### config.mk
export PLATFORM = sky130hd
export DESIGN_NAME = buffer_ctrl
export DESIGN_NICKNAME = d
export VERILOG_FILES = /design/src/rtl/buffer_ctrl.sv
export SDC_FILE = /design/constraint.sdc
export NUM_CORES = 1
export LEC_CHECK = 0
export CAP_MARGIN = 25
export CELL_PAD_IN_SITES_DETAIL_PLACEMENT = 1
export CELL_PAD_IN_SITES_GLOBAL_PLACEMENT = 2
export CORE_ASPECT_RATIO = 0.9
export CORE_MARGIN = 2
export CORE_UTILIZATION = 26
export DETAILED_ROUTE_END_ITERATION = 7
export PLACE_DENSITY_LB_ADDON = 0.1
export SLEW_MARGIN = 20
export SYNTH_ARGS = -nofsm -noshare
export SYNTH_HDL_FRONTEND = slang
export SYNTH_SLANG_ARGS = --single-unit
### constraint.sdc
create_clock -name clk -period 2.3 [get_ports clk]
set_input_delay 0.345 -clock clk [delete_from_list [all_inputs] [get_ports clk]]
set_output_delay 0.345 -clock clk [all_outputs]
set_load 0.005 [all_outputs]
### src/rtl/buffer_ctrl.sv
// rtl/buffer_ctrl.sv - sequencing controller sharing data_buffer between host and USB sides
module buffer_ctrl #(
    parameter int DEPTH = 64
) (
    input  logic       clk,
    input  logic       n_rst,
    input  logic [6:0] buffer_occupancy,
    input  logic       host_wr_req,
    input  logic       host_rd_req,
    input  logic       host_clear,
    input  logic       rx_start,
    input  logic       rx_byte_valid,
    input  logic       rx_done,
    input  logic       rx_error,
    input  logic       tx_start,
    input  logic       tx_byte_req,
    input  logic       tx_done,
    output logic       store_tx_data,
    output logic       get_rx_data,
    output logic       store_rx_packet_data,
    output logic       get_tx_packet_data,
    output logic       clear,
    output logic       flush,
    output logic       host_wait,
    output logic       rx_data_ready,
    output logic [6:0] packet_size,
    output logic       rx_overflow,
    output logic       tx_underrun,
    output logic [2:0] mode
);

    typedef enum logic [2:0] {
        IDLE    = 3'd0,
        TX_LOAD = 3'd1,
        TX_SEND = 3'd2,
        RX_RECV = 3'd3,
        RX_READ = 3'd4,
        ABORT   = 3'd5
    } state_t;

    localparam logic [6:0] FULL = 7'(DEPTH);

    state_t     state, state_next;
    logic [6:0] rx_count, count_next, size_next, count_inc;
    logic       ovf_next, unr_next;
    logic       buf_full, buf_empty;

    assign buf_full  = (buffer_occupancy >= FULL);
    assign buf_empty = (buffer_occupancy == 7'd0);
    assign count_inc = (rx_count >= FULL) ? FULL : rx_count + 7'd1;

    always_comb begin
        state_next           = state;
        count_next           = rx_count;
        size_next            = packet_size;
        ovf_next             = rx_overflow;
        unr_next             = tx_underrun;
        store_tx_data        = 1'b0;
        get_rx_data          = 1'b0;
        store_rx_packet_data = 1'b0;
        get_tx_packet_data   = 1'b0;
        clear                = 1'b0;
        flush                = 1'b0;

        if (host_clear) begin
            clear      = 1'b1;
            state_next = IDLE;
            size_next  = 7'd0;
            ovf_next   = 1'b0;
            unr_next   = 1'b0;
        end else begin
            case (state)
                IDLE: begin
                    if (rx_start) begin
                        state_next = RX_RECV;
                        count_next = 7'd0;
                    end else if (host_wr_req) begin
                        store_tx_data = 1'b1;
                        state_next    = TX_LOAD;
                    end
                end
                TX_LOAD: begin
                    if (tx_start)
                        state_next = TX_SEND;
                    else if (host_wr_req && !buf_full)
                        store_tx_data = 1'b1;
                end
                TX_SEND: begin
                    // packet end takes precedence over a same-cycle byte request
                    if (tx_done) begin
                        state_next = IDLE;
                        flush      = !buf_empty;
                    end else if (tx_byte_req) begin
                        if (!buf_empty)
                            get_tx_packet_data = 1'b1;
                        else
                            unr_next = 1'b1;
                    end
                end
                RX_RECV: begin
                    if (rx_error) begin
                        state_next = ABORT;
                    end else begin
                        if (rx_start)
                            count_next = 7'd0;
                        if (rx_byte_valid) begin
                            if (!buf_full) begin
                                store_rx_packet_data = 1'b1;
                                count_next = rx_start ? 7'd1 : count_inc;
                            end else begin
                                ovf_next = 1'b1;
                            end
                        end
                        if (rx_done) begin
                            size_next  = count_next;
                            state_next = (count_next == 7'd0) ? IDLE : RX_READ;
                        end
                    end
                end
                RX_READ: begin
                    if (host_rd_req && !buf_empty) begin
                        get_rx_data = 1'b1;
                        if (buffer_occupancy == 7'd1)
                            state_next = IDLE;
                    end
                end
                ABORT: begin
                    flush      = 1'b1;
                    state_next = IDLE;
                end
                default: state_next = IDLE;
            endcase
        end
    end

    assign host_wait     = (host_wr_req && !store_tx_data) || (host_rd_req && !get_rx_data);
    assign rx_data_ready = (state == RX_READ);
    assign mode          = state;

    always_ff @(posedge clk or negedge n_rst) begin
        if (!n_rst) begin
            state       <= IDLE;
            rx_count    <= 7'd0;
            packet_size <= 7'd0;
            rx_overflow <= 1'b0;
            tx_underrun <= 1'b0;
        end else begin
            state       <= state_next;
            rx_count    <= count_next;
            packet_size <= size_next;
            rx_overflow <= ovf_next;
            tx_underrun <= unr_next;
        end
    end

endmodule

# After elaboration in Yosys (flattened, before gate mapping)
# Index checks and enable logic that the tools add are counted.
[classes]
add_sub_neg = 1
magnitude_cmp = 2
eq_ne = 15
muxes = 58
bitwise = 1
reduce_logical = 25
[op_table]
columns = ["operator", "n"]
rows = [
  ["$mux W7", 13],
  ["$mux W1", 31],
  ["$mux W3", 10],
  ["$reduce_bool A2 Y1", 8],
  ["$pmux W3 S5", 1],
  ["$ge A7 B7 Y1 const B", 2],
  ["$logic_not A7 Y1", 2],
  ["$pmux W7 S2", 1],
  ["$ne A4 B4 Y1 const B", 2],
  ["$reduce_and A4 Y1", 2],
  ["$add A7 B1 Y7 const B", 1],
  ["$eq A7 B1 Y1 const B", 1],
  ["$eq A3 B2 Y1 const B", 2],
  ["$eq A3 B3 Y1 const B", 2],
  ["$ne A2 B2 Y1 const B", 3],
  ["$ne A3 B2 Y1 const B", 2],
  ["$ne A3 B3 Y1 const B", 2],
  ["$reduce_and A3 Y1", 2],
  ["$reduce_and A6 Y1", 1],
  ["$logic_and A1 B1 Y1", 4],
  ["$logic_not A1 Y1", 4],
  ["$pmux W1 S2", 2],
  ["$eq A3 B1 Y1 const B", 1],
  ["$logic_not A3 Y1", 1],
  ["other kinds (2)", 2],
]
[totals]
register_bits = 19
input_bits = 19
elab_cells = 107

# Logic depth before layout (Yosys ltp)
# Gate-level depths: netlist of the first run.
[depth]
word_depth = 14
depth_mapped = 8
ltp_nobuf = 7

# Worst setup path after synthesis of the first run
# OpenSTA, ideal clock, no wires.
[synth_timing]
kind = "reg2reg"
from = "register rx_count[1]"
to = "register state[2] (netlist: mode[2])"
arrival_time_ns = 1.612
path_slack_ns = 0.604
stages_incl_launch_ff = 6
period_less_slack_ns = 1.696
path_cell_list = "dfrtp_1 > ha_1 > or4b_4 > a21oi_2 > and4bb_1 > a41oi_2"
[synth_between]
elab_chain_cells = 14
elab_cells_between_ends = 16
[synth_rtl]
columns = ["element", "line_no", "text"]
rows = [
  ["from (decl)", "44", "logic [6:0] rx_count, count_next, size_next, count_inc;"],
  ["from (signal assigned)", "149", "rx_count <= count_next;"],
  ["$add A7 B1 Y7 / $ge A7 B7 Y1 (equally long branches)", "50", "assign count_inc = (rx_count >= FULL) ? FULL : rx_count + 7'd1;"],
  ["$mux W7", "50", ""],
  ["$mux W7", "109", "count_next = rx_start ? 7'd1 : count_inc;"],
  ["$mux W7", "107", "if (!buf_full) begin"],
  ["$mux W7 *", "106", "if (rx_byte_valid) begin"],
  ["$mux W7 *", "101", "if (rx_error) begin"],
  ["$mux W7 *", "72", "case (state)"],
  ["$mux W7 *", "65", "if (host_clear) begin"],
  ["$logic_not A7 Y1 *", "116", "state_next = (count_next == 7'd0) ? IDLE : RX_READ;"],
  ["$mux W3 *", "116", ""],
  ["$mux W3 *", "114", "if (rx_done) begin"],
  ["$mux W3 *", "101", ""],
  ["$pmux W3 S5 *", "72", ""],
  ["$mux W3 *", "65", ""],
  ["to (signal assigned)", "148", "state <= state_next;"],
  ["to (decl)", "43", "state_t state, state_next;"],
]
# Every way passes the cells marked *; elsewhere a longest branch is shown, timed or not. The select of a mux whose other input is x is not followed.
# A chain may end at the register's enable or synchronous reset.

# Final worst setup path of the first run
[layout_timing]
from = "register state[2] (netlist: mode[2])"
to = "output store_tx_data"
[layout_between]
elab_chain_cells = 3
elab_cells_between_ends = 4
[layout_rtl]
columns = ["element", "line_no", "text"]
rows = [
  ["$eq A3 B1 Y1 / $logic_not A3 Y1 (equally long branches)", "72", ""],
  ["$pmux W1 S2 *", "72", ""],
  ["$mux W1 *", "65", ""],
  ["to (decl)", "18", "output logic store_tx_data,"],
]
# Every way passes the cells marked *; elsewhere a longest branch is shown, timed or not.

==> flow_summary.toml, run 1 <==
[status]
status = "finished, final reports clean"

[setup_path]
r2r_start = "rx_count[1]"
worst_path_max_delay_cell = "clkdlybuf4s50_1"
crit_path_max_incr_delay_ns = 0.56
worstPathArrival_ns = 1.84
end_kind = "output pin"
cp.required_ns = 1.96
start_kind = "flip-flop"
worstPathCellList = "or2_1 > nor4_2 > clkdlybuf4s50_1"
crit_start = "mode[2]"
cp_max_fo = 8
worstSetupPathType = "reg2out"

[logic_synthesis]
synth_flop_cell = "dfrtp_1"
synthCells = 149
synthMuxAreaShare = 0
syn-num-nets = 170
synth.distinct_cells = 44
seq_area_frac_synth = 0.385
synth_seq_cells = 19
yosys.area_share.simple = 0.277
synth_fa_ha_area_frac = 0.0203
synth_edf_count = 0
async_reset_ff_frac = 1.00
yosysWarnings = 0
synth_xor_area_frac = 0.00709
synth_compound_area_frac = 0.259
syn_area_um2 = 1230
syn_avg_cell_area_um2 = 8.29
synth_top_family_by_area = "simple AND/OR/NAND/NOR gates"

[drt]
num_vias = 1322
drt_iter0_markers = 80
totalWireLength_um = 4170
dr.pass1.iters = 4
ant_nets = 0
route.detailed.drc = 0
viasPerCell = 4.93
wl_per_cell_um = 15.6

[cells_and_area]
stdcell_area_um2 = 1900
fillCellCount = 567
final_common_cell = "clkdlybuf4s50_1"
fin_util = 0.420
nNetsFinal = 228
diodes = 0
instances_no_fill = 268
most-common-layout-cells = "clkdlybuf4s50_1 (33), buf_4 (23), nand2_1 (18)"
area_growth_pct = 53.8
drive_gt1_frac = 0.199

[global_route]
grt_pass1_vias = 1376
grt.overflow.total = 0
antenna_found_initial = 0
grt_use_total = 0.161
grt_pass1_wl_um = 6910
grt_max_degree = 20

[placement]
port_buffers = 38
dp_hpwl_um = 3270
place_area_um2 = 1810
dp_cells = 262
gp_congestion = 0.824

[sta]
slew_headroom = 0.645
fin_crit_sh = 0.948
hold_viol_final = 0
slew_viol_final = 0
max_freq_mhz = 459
period_minus_slack_ns = 2.18
holdWs_ns = 0.414
tightest_slew_ns = 0.532
setup_viol = 0
skew_ns = 0.00249

[cts]
cts.sinks = 19
cts_buffers = 3
cts.clk_slew.worst_paths_ns = 0.08
cts_tree = "built"
clockRootBuffer = "clkbuf_8"
ctsHtreeMaxLevel = 1
cts_buffer_depth = 2
holdBufCountCts = 0
worstSkewPairLatency_ns = 0.26

[floorplanning]
fp.dieH_um = 69.4
io_pins = 39
dieArea_um2 = 5320
fp-row-count = 23
start_util = 0.273
coreArea_um2 = 4520
dieWidth_um = 76.6

[power_and_ir_drop]
total_power_mw = 1.03
ir_drop_mv = 0.195
p_per_area_nw_per_um2 = 542
p_leak_nw = 0.760

[run]
max_cap_viol_count = 0

[min_path]
hold_class = "in2async"
-- routing by layer --
layer  global-route usage  wire length, um  vias up  share of wire
met5                    0                0        -              0
li1                     -                -      661              -
met2                0.244             1840       28           0.44
met1                0.245             2180      631           0.52
met3               0.0156              133        2          0.032
met4               0.0364               16        0         0.0038
-- synthesized netlist by cell type (all sizes together) (2+ instances only) --
master / instances / share of area
a21oi: 8 / 0.035
a22o: 3 / 0.021
a31oi: 3 / 0.015
a32o: 2 / 0.016
a41oi: 2 / 0.020
and2: 2 / 0.010
and3: 3 / 0.015
buf: 4 / 0.018
clkbuf: 4 / 0.012
dfrtp: 19 / 0.39
ha: 2 / 0.020
inv: 7 / 0.021
nand2: 19 / 0.058
nand3: 2 / 0.0081
nand4b: 2 / 0.014
nor2: 14 / 0.043
nor2b: 3 / 0.015
nor3: 5 / 0.020
nor4: 2 / 0.010
o21ai: 19 / 0.077
o22ai: 3 / 0.015
o31ai: 2 / 0.012
or2: 3 / 0.015
or4b: 2 / 0.019
-- power breakdown --
| group | total [mW] | switching [mW] | internal [mW] |
|---|---|---|---|
| clock | 0.249 | 0.127 | 0.122 |
| sequential | 0.407 | 0.0522 | 0.355 |
| combinational | 0.372 | 0.171 | 0.201 |
| total | 1.03 | 0.350 | 0.678 |
-- area by class of cell --
class / instances / area (um2) / area share
repair buffers: 61 / 547 / 0.288
inverters: 7 / 26.3 / 0.0138
clock inverters: 1 / 7.51 / 0.00395
flip-flops and latches: 19 / 478 / 0.252
multi-input cells: 115 / 722 / 0.380
well taps: 62 / 77.6 / 0.0408
clock buffers: 3 / 41.3 / 0.0217
-- through the flow --
stage	TNS (ns)	setup WS [ns]
after floorplan	0	0.604
after global placement	-0.466	-0.133
after detailed placement	-0.501	-0.181
after CTS	0	0.0374
after global routing	-0.00844	-0.00844
final	0	0.120
-- logic make-up (layout without fill, tap and decap cells) --
logic type | Yosys count | in the layout
adders and majority gates | 2 | 2
buffers and inverters | 15 | 72
xor gates and xnor gates | 1 | 1
and+or+nand+nor | 63 | 63
AOI/OAI and AO/OA | 49 | 49
DFF | 19 | 19
-- state kept, by name (all words and copies together), names as in the netlist --
register and count:
rx_count 7, packet_size 7, rx_overflow 1, tx_underrun 1, mode 3
-- final timing paths --
kind                                  end  slack, ns  cells past startpoint
max in group asynchronous         mode[1]       1.65                      2
max                         store_tx_data       0.12                      3
min reg2reg                packet_size[1]       0.49                      2
max reg2reg                       mode[2]       0.39                      5
min                           rx_count[1]       0.41                      2
min in group clk           packet_size[1]       0.49                      2
-- repair_timing --
item,CTS,global route
buffers inserted,0,2
resized for setup,10,3
pin swaps,3,1
setup endpoints to repair,6,3
-- critical path: cells and delay by family, from the launching register on --
kind | cells | cell delay [ns]
buffers and inverters | 1 | 0.56
DFF | 1 | 0.48
and+or+nand+nor | 2 | 0.54
No activity file was read; power rests on OpenSTA's default activity.
==> inputs of run 2 (changes only) <==
Settings changed: CTS_CLUSTER_DIAMETER from default to 60.
==> results of run 2 <==
Final layout, timing and power as in run 1 (identical DEF).
==> inputs of run 3 (changes only) <==
Settings changed: REMOVE_ABC_BUFFERS from default to 1.
==> run 3 against run 2 <==
Compared with the run above: power rose by 1.5%; die area unchanged; first-iteration DRC count down 31%; sequential share of layout area is 0.29 points lower; combinational power rose by 13%; critical path depth grew 4; non-clock buffer count grew 5; flip-flop and latch count stayed put; largest cell class unchanged; largest power group is now combinational cells; highest routed layer unchanged.
==> flow_summary.toml, run 3 (synthesis results as in run 1) <==
[cells_and_area]
final_common_cell = "clkdlybuf4s50_1"
nNetsFinal = 233
diodes = 0
instances_no_fill = 273
fin_util = 0.426
most-common-layout-cells = "clkdlybuf4s50_1 (30), buf_4 (27), nand2_1 (19)"
multi_input_area_um2 = 716
drive_gt1_frac = 0.227
fillCellCount = 558
area_growth_pct = 56.0
stdcell_area_um2 = 1930
final-seq-area_um2 = 479

[sta]
finalSetupTns_ns = 0
fin_crit_sh = 0.932
max_freq_mhz = 467
period_minus_slack_ns = 2.14
slew_viol_final = 0
setup_viol = 0
worst_slack_ns = 0.157
hold_viol_final = 0
rsz0062_at_grt = "false"
skew_ns = 0.00740
slew_headroom = 0.644
tightest_slew_ns = 0.530

[power_and_ir_drop]
p_per_area_nw_per_um2 = 542
p_leak_nw = 0.817
ir_drop_mv = 0.245

[cts]
worstSkewPairLatency_ns = 0.26
clockRootBuffer = "clkbuf_8"
cts_buffers = 3
cts_buffer_depth = 2
cts.clk_slew.worst_paths_ns = 0.08
ctsHtreeMaxLevel = 1
cts.sinks = 19
cts_tree = "built"

[drt]
drt_iter0_markers = 55
dr.pass1.iters = 4
num_vias = 1374
ant_nets = 0
wl_per_cell_um = 15.6
totalWireLength_um = 4270
viasPerCell = 5.03
route.detailed.drc = 0

[setup_path]
worstSetupPathType = "in2out"
start_kind = "input pin"
timing.reg2reg.setup_slack_ns = 0.35
end_kind = "output pin"
worstPathArrival_ns = 1.80
worstPathCellList = "clkdlybuf4s50_1 > nor4_2 > nand2_1 > or2_4 > nand4b_1 > a21oi_1 > dlygate4sd2_1"
cp_max_fo = 4
reg2reg_depth = 5
r2r_start = "rx_count[1]"
worstReg2RegEnd = "mode[2]"
cp.required_ns = 1.96
worst_path_max_delay_cell = "clkdlybuf4s50_1"
crit_path_max_incr_delay_ns = 0.42

[placement]
port_buffers = 38
dp_hpwl_um = 3320
place_ws_ns = -0.213
gp_congestion = 0.857
place_area_um2 = 1810
dp_cells = 261

[floorplanning]
fp-row-count = 23
io_pins = 39
fp.dieH_um = 69.4
dieWidth_um = 76.6
start_util = 0.273
coreArea_um2 = 4520
dieArea_um2 = 5320

[global_route]
grt_max_degree = 20
grt_use_total = 0.166
antenna_found_initial = 0
grt_pass1_vias = 1419
grt_pass1_wl_um = 7030
grt.overflow.total = 0

[min_path]
hold_class = "in2async"

[status]
status = "finished, final reports clean"

[run]
max_cap_viol_count = 0
==> run 3: worst max-delay path: cells and delay by family <==
family / cells / cell delay [ns]
simple gates: 4 / 0.71
buf+inv: 2 / 0.68
compound gates: 1 / 0.07
==> run 3: report_power, final <==
group          internal (mW)  leakage (nW)  total (mW)  switching [mW]
Clock                  0.120        0.0255       0.238           0.118
Sequential             0.356         0.259       0.387          0.0309
Combinational          0.225         0.532       0.419           0.195
==> run 3: per-layer routing <==
layer / global-route usage / vias up / share of wire
met5: 0 / - / 0
met4: 0.0424 / 0 / 0.013
met3: 0.0326 / 4 / 0.049
met2: 0.273 / 37 / 0.47
met1: 0.223 / 667 / 0.47
li1: - / 666 / -
==> run 3: repair_timing <==
action	4_1_cts	5_1_grt
pin swaps	4	4
hold buffers	0	0
hold endpoints to repair	0	0
endpoints found under the setup margin	6	5
gates resized for setup	11	9
setup buffers	2	6
cloned	0	0
==> run 3: layout make-up <==
| type | count | share of cell area |
|---|---|---|
| multi-input cells | 115 | 0.371 |
| repair buffers | 66 | 0.302 |
| flip-flops and latches | 19 | 0.249 |
| well taps | 62 | 0.0403 |
| clock buffers | 3 | 0.0214 |
| inverters | 7 | 0.0136 |
| clock inverters | 1 | 0.00260 |
==> run 3: per-stage QoR <==
stage | power (mW) | hold slack, ns
6_report | 1.04 | 0.432
5_1_grt | 1.11 | 0.443
4_1_cts | 0.984 | 0.437
3_5_place_dp | 0.739 | 0.477
3_3_place_gp | 0.727 | 0.468
2_1_floorplan | 0.543 | 0.0494
==> run 3: worst max-delay path by stage <==
stage | slack [ns] | from | cells after the start | to
after global placement | -0.18 | buffer_occupancy[6] | 7 | host_wait
final | 0.16 | buffer_occupancy[4] | 7 | flush
after global routing | 0.002 | buffer_occupancy[4] | 8 | host_wait
after detailed placement | -0.21 | buffer_occupancy[6] | 7 | host_wait
after CTS | 0.01 | buffer_occupancy[4] | 8 | host_wait
after floorplan | 0.56 | rx_count[0] | 5 | mode[2]
